**src/rtl/seq_divider.sv**
```systemverilog
// Iterative signed divider: radix-2 restoring, one quotient bit per clock.
// Fixed latency regardless of operands: accept -> CALC (INP_WIDTH edges) -> FIX -> IDLE.
module seq_divider #(
    parameter int INP_WIDTH = 16,
    parameter int CNT_WIDTH = 5
) (
    input  logic                 i_clk,
    input  logic                 i_rst_n,
    input  logic                 i_start,
    input  logic [INP_WIDTH-1:0] i_dividend,
    input  logic [INP_WIDTH-1:0] i_divisor,
    output logic                 o_in_ready,
    output logic                 o_out_valid,
    output logic [INP_WIDTH-1:0] o_quotient,
    output logic [INP_WIDTH-1:0] o_remainder,
    output logic                 o_div_by_zero,
    output logic                 o_overflow
);

    localparam int W = INP_WIDTH;
    localparam logic [W-1:0]         MaxPos  = {1'b0, {(W-1){1'b1}}};
    localparam logic [W-1:0]         MinNeg  = {1'b1, {(W-1){1'b0}}};
    localparam logic [CNT_WIDTH-1:0] CntLast = CNT_WIDTH'(W - 1);

    typedef enum logic [1:0] {StIdle, StCalc, StFix} state_t;

    state_t               r_state;
    logic [W-1:0]         r_quo;      // dividend magnitude, shifted out as quotient bits shift in
    logic [W-1:0]         r_dvs;      // divisor magnitude
    logic [W-1:0]         r_rem;      // partial remainder; always below 2^W
    logic [CNT_WIDTH-1:0] r_cnt;
    logic                 r_sign_q;
    logic                 r_sign_r;
    logic                 r_dbz;
    logic                 r_ovf;
    logic                 r_out_valid;
    logic [W-1:0]         r_quotient;
    logic [W-1:0]         r_remainder;
    logic                 r_div_by_zero;
    logic                 r_overflow;

    logic [W-1:0] w_dvd_mag;
    logic [W-1:0] w_dvs_mag;
    logic [W:0]   w_shift;
    logic [W:0]   w_trial;
    logic         w_bit;
    logic [W-1:0] w_quo_signed;
    logic [W-1:0] w_rem_signed;

    // Operand magnitudes, one restoring step, and sign correction of the result
    always_comb begin
        // Most-negative maps to 2^(W-1), which still fits as an unsigned W-bit value
        w_dvd_mag    = i_dividend[W-1] ? (W'(0) - i_dividend) : i_dividend;
        w_dvs_mag    = i_divisor[W-1] ? (W'(0) - i_divisor) : i_divisor;
        // W+1 bits so the trial subtraction cannot wrap
        w_shift      = {r_rem, r_quo[W-1]};
        w_trial      = w_shift - {1'b0, r_dvs};
        w_bit        = ~w_trial[W];
        w_quo_signed = r_sign_q ? (W'(0) - r_quo) : r_quo;
        w_rem_signed = r_sign_r ? (W'(0) - r_rem) : r_rem;
    end

    // Control FSM, datapath iteration and registered outputs
    always_ff @(posedge i_clk or negedge i_rst_n) begin
        if (!i_rst_n) begin
            r_state       <= StIdle;
            r_quo         <= '0;
            r_dvs         <= '0;
            r_rem         <= '0;
            r_cnt         <= '0;
            r_sign_q      <= 1'b0;
            r_sign_r      <= 1'b0;
            r_dbz         <= 1'b0;
            r_ovf         <= 1'b0;
            r_out_valid   <= 1'b0;
            r_quotient    <= '0;
            r_remainder   <= '0;
            r_div_by_zero <= 1'b0;
            r_overflow    <= 1'b0;
        end else begin
            r_out_valid <= 1'b0;
            case (r_state)
                StIdle: begin
                    if (i_start) begin
                        r_quo    <= w_dvd_mag;
                        r_dvs    <= w_dvs_mag;
                        r_rem    <= '0;
                        r_cnt    <= '0;
                        r_sign_q <= i_dividend[W-1] ^ i_divisor[W-1];
                        r_sign_r <= i_dividend[W-1];
                        r_dbz    <= (i_divisor == '0);
                        r_ovf    <= (i_dividend == MinNeg) && (i_divisor == '1);
                        r_state  <= StCalc;
                    end
                end
                StCalc: begin
                    r_rem <= w_bit ? w_trial[W-1:0] : w_shift[W-1:0];
                    r_quo <= {r_quo[W-2:0], w_bit};
                    r_cnt <= r_cnt + CNT_WIDTH'(1);
                    if (r_cnt == CntLast) begin
                        r_state <= StFix;
                    end
                end
                StFix: begin
                    if (r_dbz) begin
                        // Divide by zero: saturate toward the dividend's sign; the
                        // iteration left |dividend| in r_rem, so remainder = dividend
                        r_quotient  <= r_sign_r ? MinNeg : MaxPos;
                        r_remainder <= w_rem_signed;
                    end else if (r_ovf) begin
                        r_quotient  <= MaxPos;
                        r_remainder <= '0;
                    end else begin
                        r_quotient  <= w_quo_signed;
                        r_remainder <= w_rem_signed;
                    end
                    r_div_by_zero <= r_dbz;
                    r_overflow    <= r_ovf && !r_dbz;
                    r_out_valid   <= 1'b1;
                    r_state       <= StIdle;
                end
                default: r_state <= StIdle;
            endcase
        end
    end

    assign o_in_ready    = (r_state == StIdle);
    assign o_out_valid   = r_out_valid;
    assign o_quotient    = r_quotient;
    assign o_remainder   = r_remainder;
    assign o_div_by_zero = r_div_by_zero;
    assign o_overflow    = r_overflow;

endmodule

```
**config.mk**
```make
export PLATFORM = sky130hd
export DESIGN_NAME = seq_divider
export DESIGN_NICKNAME = d
export VERILOG_FILES = /design/src/rtl/seq_divider.sv
export SDC_FILE = /design/constraint.sdc
export NUM_CORES = 1
export LEC_CHECK = 0
export CELL_PAD_IN_SITES_DETAIL_PLACEMENT = 0
export CELL_PAD_IN_SITES_GLOBAL_PLACEMENT = 2
export CORE_AREA = 8 8 138 140
export CTS_CLUSTER_DIAMETER = 120
export DETAILED_ROUTE_END_ITERATION = 8
export DIE_AREA = 0 0 146 148
export PLACE_DENSITY_LB_ADDON = 0.1
export SYNTH_ARGS = -nofsm -noshare
export SYNTH_HDL_FRONTEND = slang
export SYNTH_SLANG_ARGS = --single-unit
```
**constraint.sdc**
```tcl
create_clock -name i_clk -period 3.2 [get_ports i_clk]
set_input_delay 0.64 -clock i_clk [delete_from_list [all_inputs] [get_ports i_clk]]
set_output_delay 0.64 -clock i_clk [all_outputs]
set_load 0.01 [all_outputs]
```
Yosys cells after proc, flatten, opt, wreduce, memory -nomap -nowiden --
Index checks and enable logic that the tools add are counted.
Word-level totals: bits in registers 94, bits in latches 0, RAM bits 0, memory bits (read-only) 0, input port bits 35, logic and storage cells 58, memories kept 0
Operators by class: add/subtract/negate cells 6, multipliers 0, divide/modulo/power cells 0, $lt $le $gt $ge 0, equality and inequality tests 7, shift-type cells 0, muxes and demuxes 20, bitwise gates (word level) 2, reductions and logical operators 9
Operators by type and width (count):
- 16-bit 2-to-1 mux | 12
- 16-bit one-hot mux with 2 select lines | 2
- 1-bit by 16-bit subtractor with 16-bit output, first input constant | 4
- 16-bit == test, second input constant | 2
- 17-bit by 16-bit subtractor with 17-bit output | 1
- 16-bit zero test | 1
- 5-bit one-hot mux with 2 select lines | 1
- 2-bit AND reduction | 3
- 5-bit by 1-bit adder with 5-bit output, second input constant | 1
- 5-bit by 4-bit == test with 1-bit output, second input constant | 1
- 5-bit 2-to-1 mux | 1
- 2-bit 2-to-1 mux | 2
- 2-bit inequality test, second input constant | 2
- 2-bit one-hot mux with 2 select lines | 1
- 2-bit by 1-bit == test with 1-bit output, second input constant | 1
- 2-bit == test, second input constant | 1
- 1-bit logical AND | 2
- 2-bit zero test | 1
- 2-bit nonzero test | 1
- 1-bit zero test | 1
- 1-bit 2-to-1 mux | 1
- 1-bit NOT | 1
- 1-bit bitwise XOR | 1

Depth between registers and ports, before layout --
depth in word-level cells 4, gate-level depth with buffers 11, depth with buffers taken out 10

Worst setup path after synthesis --
OpenSTA, ideal clock, no wires.
kind reg2reg, start reg r_quo[15], end reg r_rem[3], library setup time 0.132 ns, data arrival time 2.320 ns, slack 0.748 ns, stages on the path, launching flop included 12, path buffers 1, period minus slack after synthesis 2.452 ns, cells stage by stage dfrtp_1 > inv_1 > ha_1 > fa_1 > nand2b_1 > a211oi_2 > o211ai_1 > o21ai_1 > xor2_1 > buf_4 > mux2i_1 > o21ai_1
On the way: word-level cells in the longest chain between the ends 3
Ends and longest elaborated chain:
- from (decl) | line 28 | logic [W-1:0] r_quo;
- from (signal assigned) | line 85 | r_quo <= w_dvd_mag;
- from (signal assigned) | line 98 | r_quo <= {r_quo[W-2:0], w_bit};
- 17-bit by 16-bit subtractor with 17-bit output | line 57 | w_trial = w_shift - {1'b0, r_dvs};
- 16-bit 2-to-1 mux | line 97 | r_rem <= w_bit ? w_trial[W-1:0] : w_shift[W-1:0];
- 16-bit one-hot mux with 2 select lines | line 82 | case (r_state)
- to (signal assigned) | line 97
- to (decl) | line 30 | logic [W-1:0] r_rem;
No other way between the ends. A chain may end at the register's enable or synchronous reset.

Worst setup path in the final report --
start reg r_quo[15], end reg r_rem[4]
Same word-level chain as after synthesis.

==> results_dict.tcl <==
set metrics [dict create \
    status "finished, final reports clean" \
    post-route-period-util 0.926 \
    cts_buffers 9 \
    row_count 48 \
    ys.flop_type "dfrtp_1" \
    hold_viol 0 \
    grt_max_degree 62 \
    mostFrequentLayoutCells "o21ai_0, dfrtp_1, nand2_1, clkdlybuf4s50_1, xor2_1" \
    antenna_found_initial 0 \
    critPathKind "flip-flop to flip-flop" \
    leakage_nw 2.96 \
    place_inst 919 \
    power.share.clock 0.136 \
    ys_seq_area_frac 0.409 \
    crit_chain "inv_1, ha_1, fa_1, nand2b_1, a211oi_2, o211ai_1, o21ai_1, xor2_1, buf_4, mux2i_1, o21ai_1" \
    routed_via_density 5.06 \
    ys_seq_elements 94 \
    initial_core_util 0.340 \
    finClkSkew_ns 0.00673 \
    final_cells 934 \
    wl_per_cell_um 15.9 \
    clockBufferDepth 2 \
    drc 0 \
    vdd_drop_max_uv 363 \
    slew_headroom 0.258 \
    io_buffers 70 \
    synth_edf_count 0 \
    switchingPower_mw 3.24 \
    clk_latency_ns 0.34 \
    final_common_cell "o21ai_0" \
    grt.total_usage 0.142 \
    area_growth_pct 21.2 \
    grt_pass1_wl_um 25000 \
    power-per-cell-area_nw_per_um2 1050 \
    drt_iter0_markers 194 \
    cts_tree "built" \
    root_buffer "clkbuf_16" \
    crit_slowest_cell "fa_1" \
    cap_violations 0 \
    grt_pass1_vias 4881 \
    setup_viol 0 \
    rr_endpoint "r_rem[4]" \
    p_int_mw 4.09 \
    via_count 4722 \
    max_freq_mhz 338 \
    ctsResizeCount 0 \
    swShare 0.442 \
    slew_violations 0 \
    wl_um 14800 \
    rsz0062_at_grt "no" \
    syn_avg_cell_area_um2 8.92 \
    grtUsageMet1 0.208 \
    hp-class "input port to async pin" \
    start_kind "flip-flop" \
    yosysTopAreaCell "dfrtp_1" \
    numClockSinks 94 \
    ys_async_sr_fraction 1.00 \
    globalplace.congestion 0.861 \
    crit_path_end_kind "flip-flop" \
    synth_cells 645 \
    yosys.area.top_type_share 0.409 \
    pwr-share-comb 0.559 \
    cp_max_fo 14 \
    dieArea_um2 21600 \
    cp_num_buf_inv 2 \
    critPathTopFamily "compound AO/OA/AOI/OAI gates" \
    cpPeakStageDelay_ns 0.37 \
    coreArea_um2 16900 \
    syn_area_um2 5750 \
    ys_types 50 \
    top_level_ports 71 \
    die_w_um 146 \
    postCtsHoldBufs 0 \
    min_period_ns 2.96 \
    dr.pass1.iters 4 \
    grt-ovfl-total 0 \
    cp.arrival_ns 3.14 \
    drive_above_1_share 0.0494 \
    setup_tns_ns 0 \
    dp_hpwl_um 11500 \
    post_cts_buffers 0 \
    die_height_um 148 \
    synth_nets 704 \
    cts_max_level 3 \
    yosys-top-cells-area "dfrtp_1, o21ai_0, xor2_1" \
    met3_usage 0.0232 \
    reg2reg_slack_ns 0.24 \
    seqPwrFrac 0.305 \
    yosysWarningCount 0 \
    use_met2 0.208 \
    cp.required_ns 3.38 \
    n_antenna_cell 0 \
    top_usage_layer "met2" \
    crit-reg2reg-launch "r_quo[15]" \
    rr_worst_depth 11 \
    nets 764 \
    tightest_slew_ns 1.11 \
    worst_path_most_repeated_cell "o21ai_1" \
    clk_pin_slew_ns 0.07 \
    drt.antenna.violating_nets 0 \
]
[metrics by stage]
| step | utilization | instance area [um^2] | setup slack (ns) | hold slack (ns) | power, mW |
|---|---|---|---|---|---|
| 6_report | 0.412 | 6970 | 0.238 | 0.290 | 7.33 |
| 3_3_place_gp | 0.396 | 6700 | 0.285 | 0.462 | 6.34 |
| 3_5_place_dp | 0.396 | 6700 | 0.212 | 0.471 | 6.39 |
| 5_1_grt | 0.412 | 6970 | 0.0347 | 0.329 | 8.03 |
| 2_1_floorplan | - | 5750 | 0.748 | 0.344 | 5.14 |
| 4_1_cts | 0.412 | 6970 | 0.222 | 0.313 | 7.41 |
[cell type report]
class | count | area [um^2]
multi-input cells | 489 | 3160
clock inverters | 3 | 21.3
inverters | 30 | 113
fillers | 1744 | 9970
repair buffers | 81 | 793
clock buffers | 12 | 246
flip-flops and latches | 94 | 2350
well taps | 225 | 282
[cells in the mapped netlist (2+ instances only)]
library cell  number
o21ai_0           96
dfrtp_1           94
nand2_1           76
xor2_1            49
inv_1             29
clkbuf_1          27
nand3_1           25
ha_1              23
a21oi_1           22
nor2_1            22
xnor2_1           19
o21a_1            18
mux2i_1           15
a22oi_1           14
o31ai_1           14
nand2b_1          10
nor3_1            10
nand4_1            9
o211ai_1           7
nand3b_1           6
o21ai_1            6
nor2b_1            5
o41ai_1            5
a21boi_0           4
and3_1             3
nor4_1             3
or3_1              3
a21o_1             2
a311oi_1           2
and2_1             2
buf_1              2
buf_2              2
or2_2              2
or3_4              2
or4_1              2
[logic make-up (layout without fill, tap and decap cells)]
logic type | count (synthesis) | in the layout | synth area share
adder cells (fa/ha/maj) | 24 | 24 | 0.0535
XOR/XNOR | 68 | 68 | 0.104
AND/OR/NAND/NOR | 182 | 182 | 0.152
AO/OA/AOI/OAI | 200 | 200 | 0.214
multiplexers | 15 | 15 | 0.0261
flip-flops | 94 | 94 | 0.409
buffers and inverters | 62 | 126 | 0.0415
[worst max-delay path by stage]
stage / startpoint / cells past startpoint / endpoint / slack, ns
floorplan: r_quo[15] / 11 / r_rem[3] / 0.75
global placement: r_quo[15] / 11 / r_rem[6] / 0.29
detailed placement: r_quo[15] / 11 / r_rem[5] / 0.21
CTS: r_quo[15] / 11 / r_rem[6] / 0.22
global route: r_quo[15] / 11 / r_rem[8] / 0.03
finish: r_quo[15] / 11 / r_rem[4] / 0.24
[sequential cells by signal, indices dropped and copies added, names as in the netlist, 2 cells and up]
name / cells
o_quotient: 16
o_remainder: 16
r_dvs: 16
r_quo: 16
r_rem: 16
r_cnt: 5
r_state: 2
[metal layers]
layer  wire, um  vias to the layer above  share of wire
met3        536                        8          0.036
met4        129                        0         0.0087
met2       6180                       88           0.42
met1       7990                     2217           0.54
met5          0                        -              0
li1           -                     2409              -
[power groups by stage]
stage,clock (mW),combinational [mW],sequential [mW]
finish,0.996,4.09,2.24
global route,1.08,4.62,2.33
CTS,1.03,4.14,2.25
detailed placement,0,4.12,2.27
global placement,0,4.10,2.25
floorplan,0,3.04,2.10
(Power assumes the default switching activity.)
